--- src/rtl/translating_line_animator_pkg.sv ---
// Shared definitions for the translating line animator.
//   state_e   : sequencer states (IDLE, ERASE, DRAW)
//   CW        : coordinate width of every x/y bus
//   H_RES_DEF : default horizontal resolution
//   V_RES_DEF : default vertical resolution
package translating_line_animator_pkg;

   typedef enum logic [1:0] {
      IDLE  = 2'd0,
      ERASE = 2'd1,
      DRAW  = 2'd2
   } state_e;

   localparam int CW        = 11;
   localparam int H_RES_DEF = 640;
   localparam int V_RES_DEF = 480;

endpackage

--- src/rtl/translating_line_animator_line_drawer.sv ---
// Bresenham line engine, one pixel per cycle, all octants.
//   clk, reset   : clock, synchronous active-high reset
//   start        : load endpoints; first pixel appears the next cycle.
//                  Takes priority over the walk in progress, so a new
//                  line can follow the endpoint cycle back to back.
//   x0,y0,x1,y1  : line endpoints, inclusive
//   x, y         : current pixel
//   valid        : x/y hold a pixel of the line
//   done         : current pixel is the endpoint
module translating_line_animator_line_drawer
   import translating_line_animator_pkg::*;
(
   input  logic          clk,
   input  logic          reset,
   input  logic          start,
   input  logic [CW-1:0] x0,
   input  logic [CW-1:0] y0,
   input  logic [CW-1:0] x1,
   input  logic [CW-1:0] y1,
   output logic [CW-1:0] x,
   output logic [CW-1:0] y,
   output logic          valid,
   output logic          done
);

   // Error term spans roughly +/-2*max(dx,dy); 2*err needs one bit more.
   localparam int EW = CW + 3;
   typedef logic signed [EW-1:0] se_t;
   localparam logic [CW-1:0] ONE = CW'(1);

   logic [CW-1:0] x_q, x_d, y_q, y_d, xe_q, xe_d, ye_q, ye_d;
   se_t           err_q, err_d, dx_q, dx_d, dy_q, dy_d;
   logic          sxn_q, sxn_d, syn_q, syn_d, busy_q, busy_d;
   se_t           ddx, ddy, adx, ady, e2;
   logic          at_end;

   always_comb begin
      ddx    = se_t'(x1) - se_t'(x0);
      ddy    = se_t'(y1) - se_t'(y0);
      adx    = ddx[EW-1] ? -ddx : ddx;
      ady    = ddy[EW-1] ? -ddy : ddy;
      e2     = err_q <<< 1;
      at_end = busy_q && (x_q == xe_q) && (y_q == ye_q);

      x_d    = x_q;
      y_d    = y_q;
      xe_d   = xe_q;
      ye_d   = ye_q;
      err_d  = err_q;
      dx_d   = dx_q;
      dy_d   = dy_q;
      sxn_d  = sxn_q;
      syn_d  = syn_q;
      busy_d = busy_q;

      if (start) begin
         x_d    = x0;
         y_d    = y0;
         xe_d   = x1;
         ye_d   = y1;
         dx_d   = adx;
         dy_d   = -ady;      // kept negative, as in the classic form
         err_d  = adx - ady;
         sxn_d  = ddx[EW-1];
         syn_d  = ddy[EW-1];
         busy_d = 1'b1;
      end else if (busy_q) begin
         if (at_end) begin
            busy_d = 1'b0;
         end else begin
            if (e2 >= dy_q) begin
               err_d = err_d + dy_q;
               x_d   = sxn_q ? x_q - ONE : x_q + ONE;
            end
            if (e2 <= dx_q) begin
               err_d = err_d + dx_q;
               y_d   = syn_q ? y_q - ONE : y_q + ONE;
            end
         end
      end
   end

   always_ff @(posedge clk) begin
      if (reset) begin
         x_q    <= '0;
         y_q    <= '0;
         xe_q   <= '0;
         ye_q   <= '0;
         err_q  <= '0;
         dx_q   <= '0;
         dy_q   <= '0;
         sxn_q  <= 1'b0;
         syn_q  <= 1'b0;
         busy_q <= 1'b0;
      end else begin
         x_q    <= x_d;
         y_q    <= y_d;
         xe_q   <= xe_d;
         ye_q   <= ye_d;
         err_q  <= err_d;
         dx_q   <= dx_d;
         dy_q   <= dy_d;
         sxn_q  <= sxn_d;
         syn_q  <= syn_d;
         busy_q <= busy_d;
      end
   end

   assign x     = x_q;
   assign y     = y_q;
   assign valid = busy_q;
   assign done  = at_end;

endmodule

--- src/rtl/translating_line_animator.sv ---
// Animates a fixed line sliding right across the framebuffer. Each rising
// edge of update_event erases the line at the current offset (color 0),
// then redraws it at the next offset (color 1). Every cycle is a write.
//   clk, reset   : clock, synchronous active-high reset
//   update_event : slow level from the clock divider; rising edge = step
//   x, y         : pixel write coordinate
//   pixel_color  : 1 = white, 0 = black
module translating_line_animator
   import translating_line_animator_pkg::*;
#(
   parameter int X0    = 0,
   parameter int Y0    = 0,
   parameter int X1    = 100,
   parameter int Y1    = 60,
   parameter int DX    = 4,
   parameter int H_RES = H_RES_DEF,
   parameter int V_RES = V_RES_DEF
) (
   input  logic          clk,
   input  logic          reset,
   input  logic          update_event,
   output logic [CW-1:0] x,
   output logic [CW-1:0] y,
   output logic          pixel_color
);

   // A misconfigured y would never be written on screen; pin it to the last row.
   localparam int Y0_CL = (Y0 < V_RES) ? Y0 : V_RES - 1;
   localparam int Y1_CL = (Y1 < V_RES) ? Y1 : V_RES - 1;

   localparam logic [CW-1:0] X0_C  = CW'(X0);
   localparam logic [CW-1:0] X1_C  = CW'(X1);
   localparam logic [CW-1:0] Y0_C  = CW'(Y0_CL);
   localparam logic [CW-1:0] Y1_C  = CW'(Y1_CL);
   localparam logic [CW-1:0] DX_C  = CW'(DX);
   localparam logic [CW:0]   X_LIM = (CW+1)'(H_RES - 1);

   state_e        state_q, state_d;
   logic [CW-1:0] off_q, off_d;
   logic          ue_q;
   logic [CW-1:0] lx_q, lx_d, ly_q, ly_d;
   logic          lc_q, lc_d;

   logic [CW-1:0] step_sum, nxt_off, st_off;
   logic          step_req, drw_start;
   logic [CW-1:0] drw_x, drw_y;
   logic          drw_valid, drw_done;

   assign step_req = update_event & ~ue_q;
   assign step_sum = off_q + DX_C;
   // Wrap when the translated endpoint would fall off the right edge.
   assign nxt_off  = (({1'b0, X1_C} + {1'b0, step_sum}) > X_LIM) ? '0 : step_sum;
   // The DRAW pass is launched from the ERASE endpoint cycle, before off_q
   // has taken the new value, so it must see nxt_off directly.
   assign st_off   = (state_q == ERASE) ? nxt_off : off_q;

   translating_line_animator_line_drawer u_line_drawer (
      .clk   (clk),
      .reset (reset),
      .start (drw_start),
      .x0    (X0_C + st_off),
      .y0    (Y0_C),
      .x1    (X1_C + st_off),
      .y1    (Y1_C),
      .x     (drw_x),
      .y     (drw_y),
      .valid (drw_valid),
      .done  (drw_done)
   );

   always_comb begin
      state_d   = state_q;
      off_d     = off_q;
      drw_start = 1'b0;
      unique case (state_q)
         IDLE: if (step_req) begin
            drw_start = 1'b1;
            state_d   = ERASE;
         end
         ERASE: if (drw_done) begin
            off_d     = nxt_off;
            drw_start = 1'b1;
            state_d   = DRAW;
         end
         DRAW: if (drw_done) state_d = IDLE;
         default: state_d = IDLE;
      endcase
   end

   // Outputs: live pixel while walking, otherwise repeat the last write.
   always_comb begin
      lx_d        = lx_q;
      ly_d        = ly_q;
      lc_d        = lc_q;
      x           = lx_q;
      y           = ly_q;
      pixel_color = lc_q;
      if (state_q != IDLE && drw_valid) begin
         x           = drw_x;
         y           = drw_y;
         pixel_color = (state_q == DRAW);
         lx_d        = drw_x;
         ly_d        = drw_y;
         lc_d        = (state_q == DRAW);
      end
   end

   always_ff @(posedge clk) begin
      if (reset) begin
         state_q <= IDLE;
         off_q   <= '0;
         ue_q    <= 1'b0;
         lx_q    <= X0_C;
         ly_q    <= Y0_C;
         lc_q    <= 1'b0;
      end else begin
         state_q <= state_d;
         off_q   <= off_d;
         ue_q    <= update_event;
         lx_q    <= lx_d;
         ly_q    <= ly_d;
         lc_q    <= lc_d;
      end
   end

endmodule

--- config.mk ---
export PLATFORM = sky130hd
export DESIGN_NAME = translating_line_animator
export DESIGN_NICKNAME = d
export VERILOG_FILES = /design/src/rtl/translating_line_animator_pkg.sv /design/src/rtl/translating_line_animator_line_drawer.sv /design/src/rtl/translating_line_animator.sv
export SDC_FILE = /design/constraint.sdc
export NUM_CORES = 1
export LEC_CHECK = 0
export ABC_AREA = 1
export CAP_MARGIN = 5
export CORE_AREA = 3 3 126 128
export CTS_CLUSTER_SIZE = 40
export DETAILED_ROUTE_END_ITERATION = 10
export DIE_AREA = 0 0 129 131
export PLACE_DENSITY = 0.69
export SLEW_MARGIN = 20
export SYNTH_ARGS = -nofsm -noshare
export SYNTH_HDL_FRONTEND = slang
export SYNTH_SLANG_ARGS = --single-unit
--- constraint.sdc ---
create_clock -name clk -period 8.3 [get_ports clk]
set_input_delay 2.49 -clock clk [delete_from_list [all_inputs] [get_ports clk]]
set_output_delay 2.49 -clock clk [all_outputs]
set_load 0.05 [all_outputs]
==> results of run 1 <==
-- how the worst max path moves through the flow --
stage                                          to             startpoint  depth (start not counted)
after global placement         u_line_drawer.x[8]           update_event                         11
after CTS                 u_line_drawer.err_q[12]  u_line_drawer.dx_q[2]                         31
after detailed placement       u_line_drawer.x[8]           update_event                         11
after floorplan           u_line_drawer.err_q[12]  u_line_drawer.dx_q[2]                         32
after global routing      u_line_drawer.err_q[12]  u_line_drawer.dx_q[2]                         31
final                     u_line_drawer.err_q[12]  u_line_drawer.dx_q[2]                         31
-- layout make-up --
class / instances / area [µm²]
clock buffers: 9 / 225
flip-flops and latches: 94 / 1880
fillers: 1532 / 7410
repair buffers: 28 / 268
clock inverters: 7 / 73.8
inverters: 168 / 631
well taps: 188 / 235
multi-input cells: 730 / 4260
-- logic make-up after synthesis --
| family | count (synthesis) |
|---|---|
| simple gates | 442 |
| compound gates | 199 |
| buf+inv | 194 |
| flops | 94 |
| fa+ha+maj | 57 |
| xor+xnor | 31 |
| mux | 1 |
-- layer usage --
metal	vias up	wire (µm)	GRT usage (%)
li1	3353	-	-
met1	2877	8230	29.2
met2	149	7690	34.0
met3	21	721	2.80
met4	0	252	5.99
met5	-	0	0
-- report_power, final --
part | switching, µW | total, µW | internal [µW] | leakage (µW)
clock network | 204 | 418 | 213 | 0.000141
logic | 501 | 775 | 274 | 0.00284
registers | 58.8 | 552 | 493 | 0.000765
total | 764 | 1740 | 981 | 0.00374
-- registers in the layout, indices dropped and copies added, names as in the netlist --
name	cells
u_line_drawer.valid	1
state_q	2
u_line_drawer.xe_q	11
lc_q	1
lx_q	11
u_line_drawer.y	11
ue_q	1
u_line_drawer.sxn_q	1
off_q	11
ly_q	11
u_line_drawer.dx_q	9
u_line_drawer.err_q	13
u_line_drawer.x	11
-- through the flow --
| stage | util [%] | setup WS (ps) |
|---|---|---|
| after floorplan | - | 3660 |
| after global placement | 48.6 | 2900 |
| after detailed placement | 48.6 | 2850 |
| after CTS | 50.6 | 2940 |
| after global routing | 50.6 | 2270 |
| final | 50.6 | 2910 |
-- worst max-delay path: cells and delay by family (launching register included) --
family	cells	cell delay, ps
flops	1	630
simple gates	11	1200
buf+inv	5	540
fa+ha+maj	2	770
compound gates	13	2090
-- placed cells by master (no fill, tap or decap), types with 4 or more instances in the layout --
cell	count
nand4_1	14
o21ai_0	89
nor4_1	4
nand3_2	6
nand2_2	20
o21bai_1	4
xnor2_1	11
o22ai_1	13
nor3_1	14
ha_1	56
inv_1	158
nand2_1	186
dfxtp_1	94
clkbuf_16	9
inv_2	7
nor2_1	90
a21oi_1	62
o211ai_1	9
xor2_1	17
nand3_1	64
nor2_4	5
clkdlybuf4s50_1	24
or2_2	24
==> key figures, run 1 <==
Synthesis
  – Top cells by area, synth: dfxtp_1 27%, ha_1 10%, nand2_1 10%
  – Number of synthesized flops with an enable pin: 0
  – Count leader, synth: nand2_1
  – Mux contribution to synthesized area: less than 1%
  – Simple-Gate Fraction of Synth Area: 30.6%
  – Seq/Total Area, Yosys: 27.3%
  – Mapped Cells: 1018
  – Synthesized flop and latch total: 94
  – Post-synthesis xor/xnor area fraction: ~4.6%
  – Synth area leader: dfxtp_1
  – Largest family of logic cells by synthesized area: simple AND/OR/NAND/NOR gates
  – Mapped Nets: roughly 1100
  – Mean area per synthesized cell: 6.76 µm²
  – Primary FF master, synth: dfxtp_1
  – Syn. warnings: 0
  – Top-area cell type share of the netlist area: 27.3%
  – Library cells used by synthesis: between 50 and 60
  – Adder-cell share of the synthesized area: 10.5%
  – Async SR Flop Fraction: 0%
  – Most frequent cells after synthesis: 186 x nand2_1, 158 x inv_1, 94 x dfxtp_1, 90 x nor2_1, 89 x o21ai_0
  – Mapped Area: ~6900 µm²
  – Synth Area in Compound Gates: 16.0%

Clocking
  – Num CTS Buffers: 9
  – Number of hold buffers added after CTS: 0
  – Root Buffer: clkbuf_16
  – Clk pin slew, worst setup/hold paths: 70 ps
  – Clk sink count: 94
  – Clock Latency Late Sink: 360 ps
  – Clock buffer depth: 2
  – Setup Fix Bufs, Post-CTS: 0
  – Post-CTS Resized: 0
  – CTS tree: yes
  – CTS H-tree depth: 3

STA
  – Rel. slew slack: about 30%
  – Unrepaired setup endpoints after global routing: no
  – Clock skew: about 19 ps
  – Pins Over Slew Limit: 0
  – Fmax: roughly 190 MHz
  – # setup viols final: 0
  – Tmin final: 5390 ps
  – Crit share post-route: approximately 65%
  – Worst slew pin tran: 1050 ps
  – Worst hold margin: 478 ps
  – Setup TNS: 0 ps
  – Hold Violations, Final: 0

Worst setup path
  – Crit. End Element: flop
  – R2R depth: 31
  – Worst Path Required: 8520 ps
  – Critical path start-end classification: reg2reg
  – Slowest CP cell: dfxtp_1
  – R2r startpoint: u_line_drawer.dx_q[2]
  – CP Max Fanout: 18
  – R2R setup slack: 2910 ps
  – Critical Path AT: 5610 ps
  – CP Launch Type: flop
  – Crit path top cell by count: nand2_1
  – Reg2Reg Capture Point: u_line_drawer.err_q[12]
  – CP max stage delay: 630 ps

Hold path
  – Hold depth: 2
  – Hold endpoint: off_q[0]
  – Worst hold path type: reg2reg
  – Min-delay src: off_q[0]

Global route
  – Largest net degree at the start of global routing: 45
  – First-pass GRT wire length: 28700 µm
  – Initial antenna violation count: 0
  – Vias in the first global route: 5919
  – GRT Util Overall: 21.0%
  – Grt total ovfl: 0

Placement
  – Port Buffer Count: 25
  – DP HPWL: 12800 µm
  – Placed cell count: 1208
  – Area post-placement: 7270 µm²
  – GP Congestion: between 0.8 and 0.9

Final layout
  – Post-route insts no fill: 1224
  – Nets: approximately 1100
  – Area growth from synthesis to layout: 10.0%
  – Fin area: about 7600 µm²
  – Layout cells sized above 1: under 10%
  – Antenna fix cells: 0

Power
  – Tot Pwr: 1740 µW
  – Worst VDD drop: between 0.0001 and 0.00015 V
  – Leakage power: 0.00374 µW
  – PD cells: 230 nW/µm²

Route
  – Final ANT Viol Nets: 0
  – DR pass1 iterations: 7
  – DRC viols: 0
  – Iter 0 DRT Violations: ~440
  – WL/cell: 13.8 µm
  – Avg Vias per Cell: about 5.2
  – Via count: 6400
  – WL final: 16900 µm

Status
  – Status: finished, final reports clean

Die
  – Core Rows: 45
  – Core Box Area: between 10000 and 15000 µm²
  – Die Width: 129 µm
  – Die height: between 100 and 150 µm
  – Die area: 16900 µm²
  – Initial Utilization: 46.0%
  – Io pins: 26

Job
  – Max cap viols: 0
Note: power is estimated with default switching activity, not from simulation.
==> run 2, diff against run 1 <==
--- a/config.mk
+++ b/config.mk
@@ -11,7 +11,7 @@
 export CTS_CLUSTER_SIZE = 40
 export DETAILED_ROUTE_END_ITERATION = 10
 export DIE_AREA = 0 0 129 131
-export PLACE_DENSITY = 0.69
+export PLACE_DENSITY = 0.71
 export SLEW_MARGIN = 20
 export SYNTH_ARGS = -nofsm -noshare
 export SYNTH_HDL_FRONTEND = slang
==> constraint.sdc (replaced) <==
create_clock -name clk -period 4.72 [get_ports clk]
set_input_delay 1.416 -clock clk [delete_from_list [all_inputs] [get_ports clk]]
set_output_delay 1.416 -clock clk [all_outputs]
set_load 0.05 [all_outputs]
==> run 2 against run 1 <==
Via count is 1.5% higher; total power is 78% higher; maximum frequency increased by 24%.
==> key figures, run 2 (synthesis results as in run 1) <==
Die
  – Initial Utilization: 46.0%
  – Die Width: 129 µm
  – Core Box Area: 15000 µm²
  – Core Rows: 45
  – Die height: 131 µm
  – Io pins: 26
  – Die area: 16900 µm²

Clocking
  – Root Buffer: clkbuf_16
  – CTS H-tree depth: 3
  – Clock Latency Late Sink: 360 ps
  – Clk pin slew, worst setup/hold paths: around 70 ps
  – CTS tree: yes
  – Num CTS Buffers: 9
  – Clock buffer depth: 2
  – Clk sink count: 94
  – Number of hold buffers added after CTS: 0

Worst setup path
  – Critical path start-end classification: reg2reg
  – Crit. End Element: flop
  – Delay-heaviest family, CP: simple AND/OR/NAND/NOR gates
  – Slowest CP cell: dfxtp_2
  – Worst Path Required: roughly 4900 ps
  – Crit path top cell by count: nand2_1
  – Critical Path AT: 4550 ps
  – WP buf/inv: 3
  – CP max stage delay: 400 ps
  – CP Max Fanout: 9
  – CP Launch Type: flop

Final layout
  – FF+latch area: 1880 µm²
  – Max reg flops: 13
  – Area growth from synthesis to layout: 11.9%
  – Antenna fix cells: 0
  – Fillers: 1488
  – Fin area: 7700 µm²
  – Layout cells sized above 1: 11.8%
  – Biggest register: u_line_drawer.err_q
  – Nets: around 1100
  – Area of the multi-input gates: 4290 µm²
  – Most frequent cells in the layout: 184 x nand2_1, 158 x inv_1, 92 x dfxtp_1
  – Commonest non-fill, non-tap cell in the layout: nand2_1

Placement
  – Port Buffer Count: 25
  – DP HPWL: 13000 µm
  – Area post-placement: about 7400 µm²
  – GP Congestion: 0.892

Global route
  – Grt total ovfl: 0
  – GR Util met3: under 10%
  – GRT Util Overall: around a fifth
  – Met1 usage: 27.9%
  – Busiest layer in global routing: met2
  – First-pass GRT wire length: 28900 µm
  – GRT met2 Usage: 35.3%
  – Largest net degree at the start of global routing: 45
  – Initial antenna violation count: 0
  – Vias in the first global route: 6044

STA
  – Tmin final: 4350 ps
  – Crit share post-route: between 90% and 100%
  – Pins Over Slew Limit: 0
  – Unrepaired setup endpoints after global routing: no
  – Rel. slew slack: about two fifths
  – Setup TNS: 0 ps
  – Clock skew: 12.1 ps
  – # setup viols final: 0
  – Fmax: approximately 230 MHz
  – Hold Violations, Final: 0
  – Worst slew pin tran: 920 ps

Hold path
  – Worst hold path type: reg2reg

Route
  – Final ANT Viol Nets: 0
  – Iter 0 DRT Violations: 402
  – WL/cell: roughly 14 µm
  – DR pass1 iterations: 5
  – WL final: 17200 µm
  – Avg Vias per Cell: 5.25
  – DRC viols: 0
  – Via count: 6497

Status
  – Status: finished, final reports clean

Power
  – Worst VDD drop: roughly 0.00018 V
  – PD cells: 404 nW/µm²
  – Leakage power: 0.00381 µW

Job
  – Max cap viols: 0
run 2: cell count changes in the layout (fill, tap and decap cells not counted), sizes merged:
cell,change
buf,+14
clkinvlp,-1
inv,+1
run 2: what timing repair did:
item,CTS,global route
setup buffers,0,1
resized for setup,0,12
endpoints found under the setup margin,0,8
run 2: worst paths after layout:
kind	startpoint	to	slack, ps	cells after the start
hold / removal	lc_q	lc_q	470	2
setup reg to reg	off_q[3]	u_line_drawer.err_q[6]	370	32
setup / recovery	off_q[3]	u_line_drawer.err_q[6]	370	32
hold reg to reg	lc_q	lc_q	470	2
run 2: power by group:
| group | switching, µW | internal, µW | total [µW] |
|---|---|---|---|
| clock network | 345 | 370 | 714 |
| registers | 79.8 | 868 | 948 |
| logic | 920 | 529 | 1450 |
| total | 1340 | 1770 | 3110 |
run 2: layer usage:
layer	share of wire, %	vias to the layer above
met2	47	159
met3	5.5	16
met5	0	-
met1	47	2949
met4	1.0	0
li1	-	3373
run 2: worst min-delay path, delay by kind of cell (launching register included):
kind               cells  cell delay (ps)
AOI/OAI and AO/OA      1               60
DFF                    1              300
and+or+nand+nor        1               70
run 2: layout make-up:
cell class,count,area share [%]
clock buffer,9,2.93
tap,188,3.06
timing repair buffer,42,4.84
inverter,168,8.19
multi-input combinational,730,55.7
sequential,94,24.5
clock inverter,7,0.796
run 2: per-stage QoR:
| stage | utilization (%) | total power, µW | worst slack [ps] | hold slack [ps] | instances |
|---|---|---|---|---|---|
| 2_1_floorplan | - | 2010 | 79.7 | 430 | 1018 |
| 3_3_place_gp | 49.2 | 2360 | 241 | 457 | 1221 |
| 3_5_place_dp | 49.2 | 2360 | 176 | 463 | 1221 |
| 4_1_cts | 51.1 | 3090 | 160 | 473 | 1237 |
| 5_1_grt | 51.4 | 3360 | 2.36 | 493 | 1238 |
| 6_report | 51.4 | 3110 | 369 | 471 | 1238 |
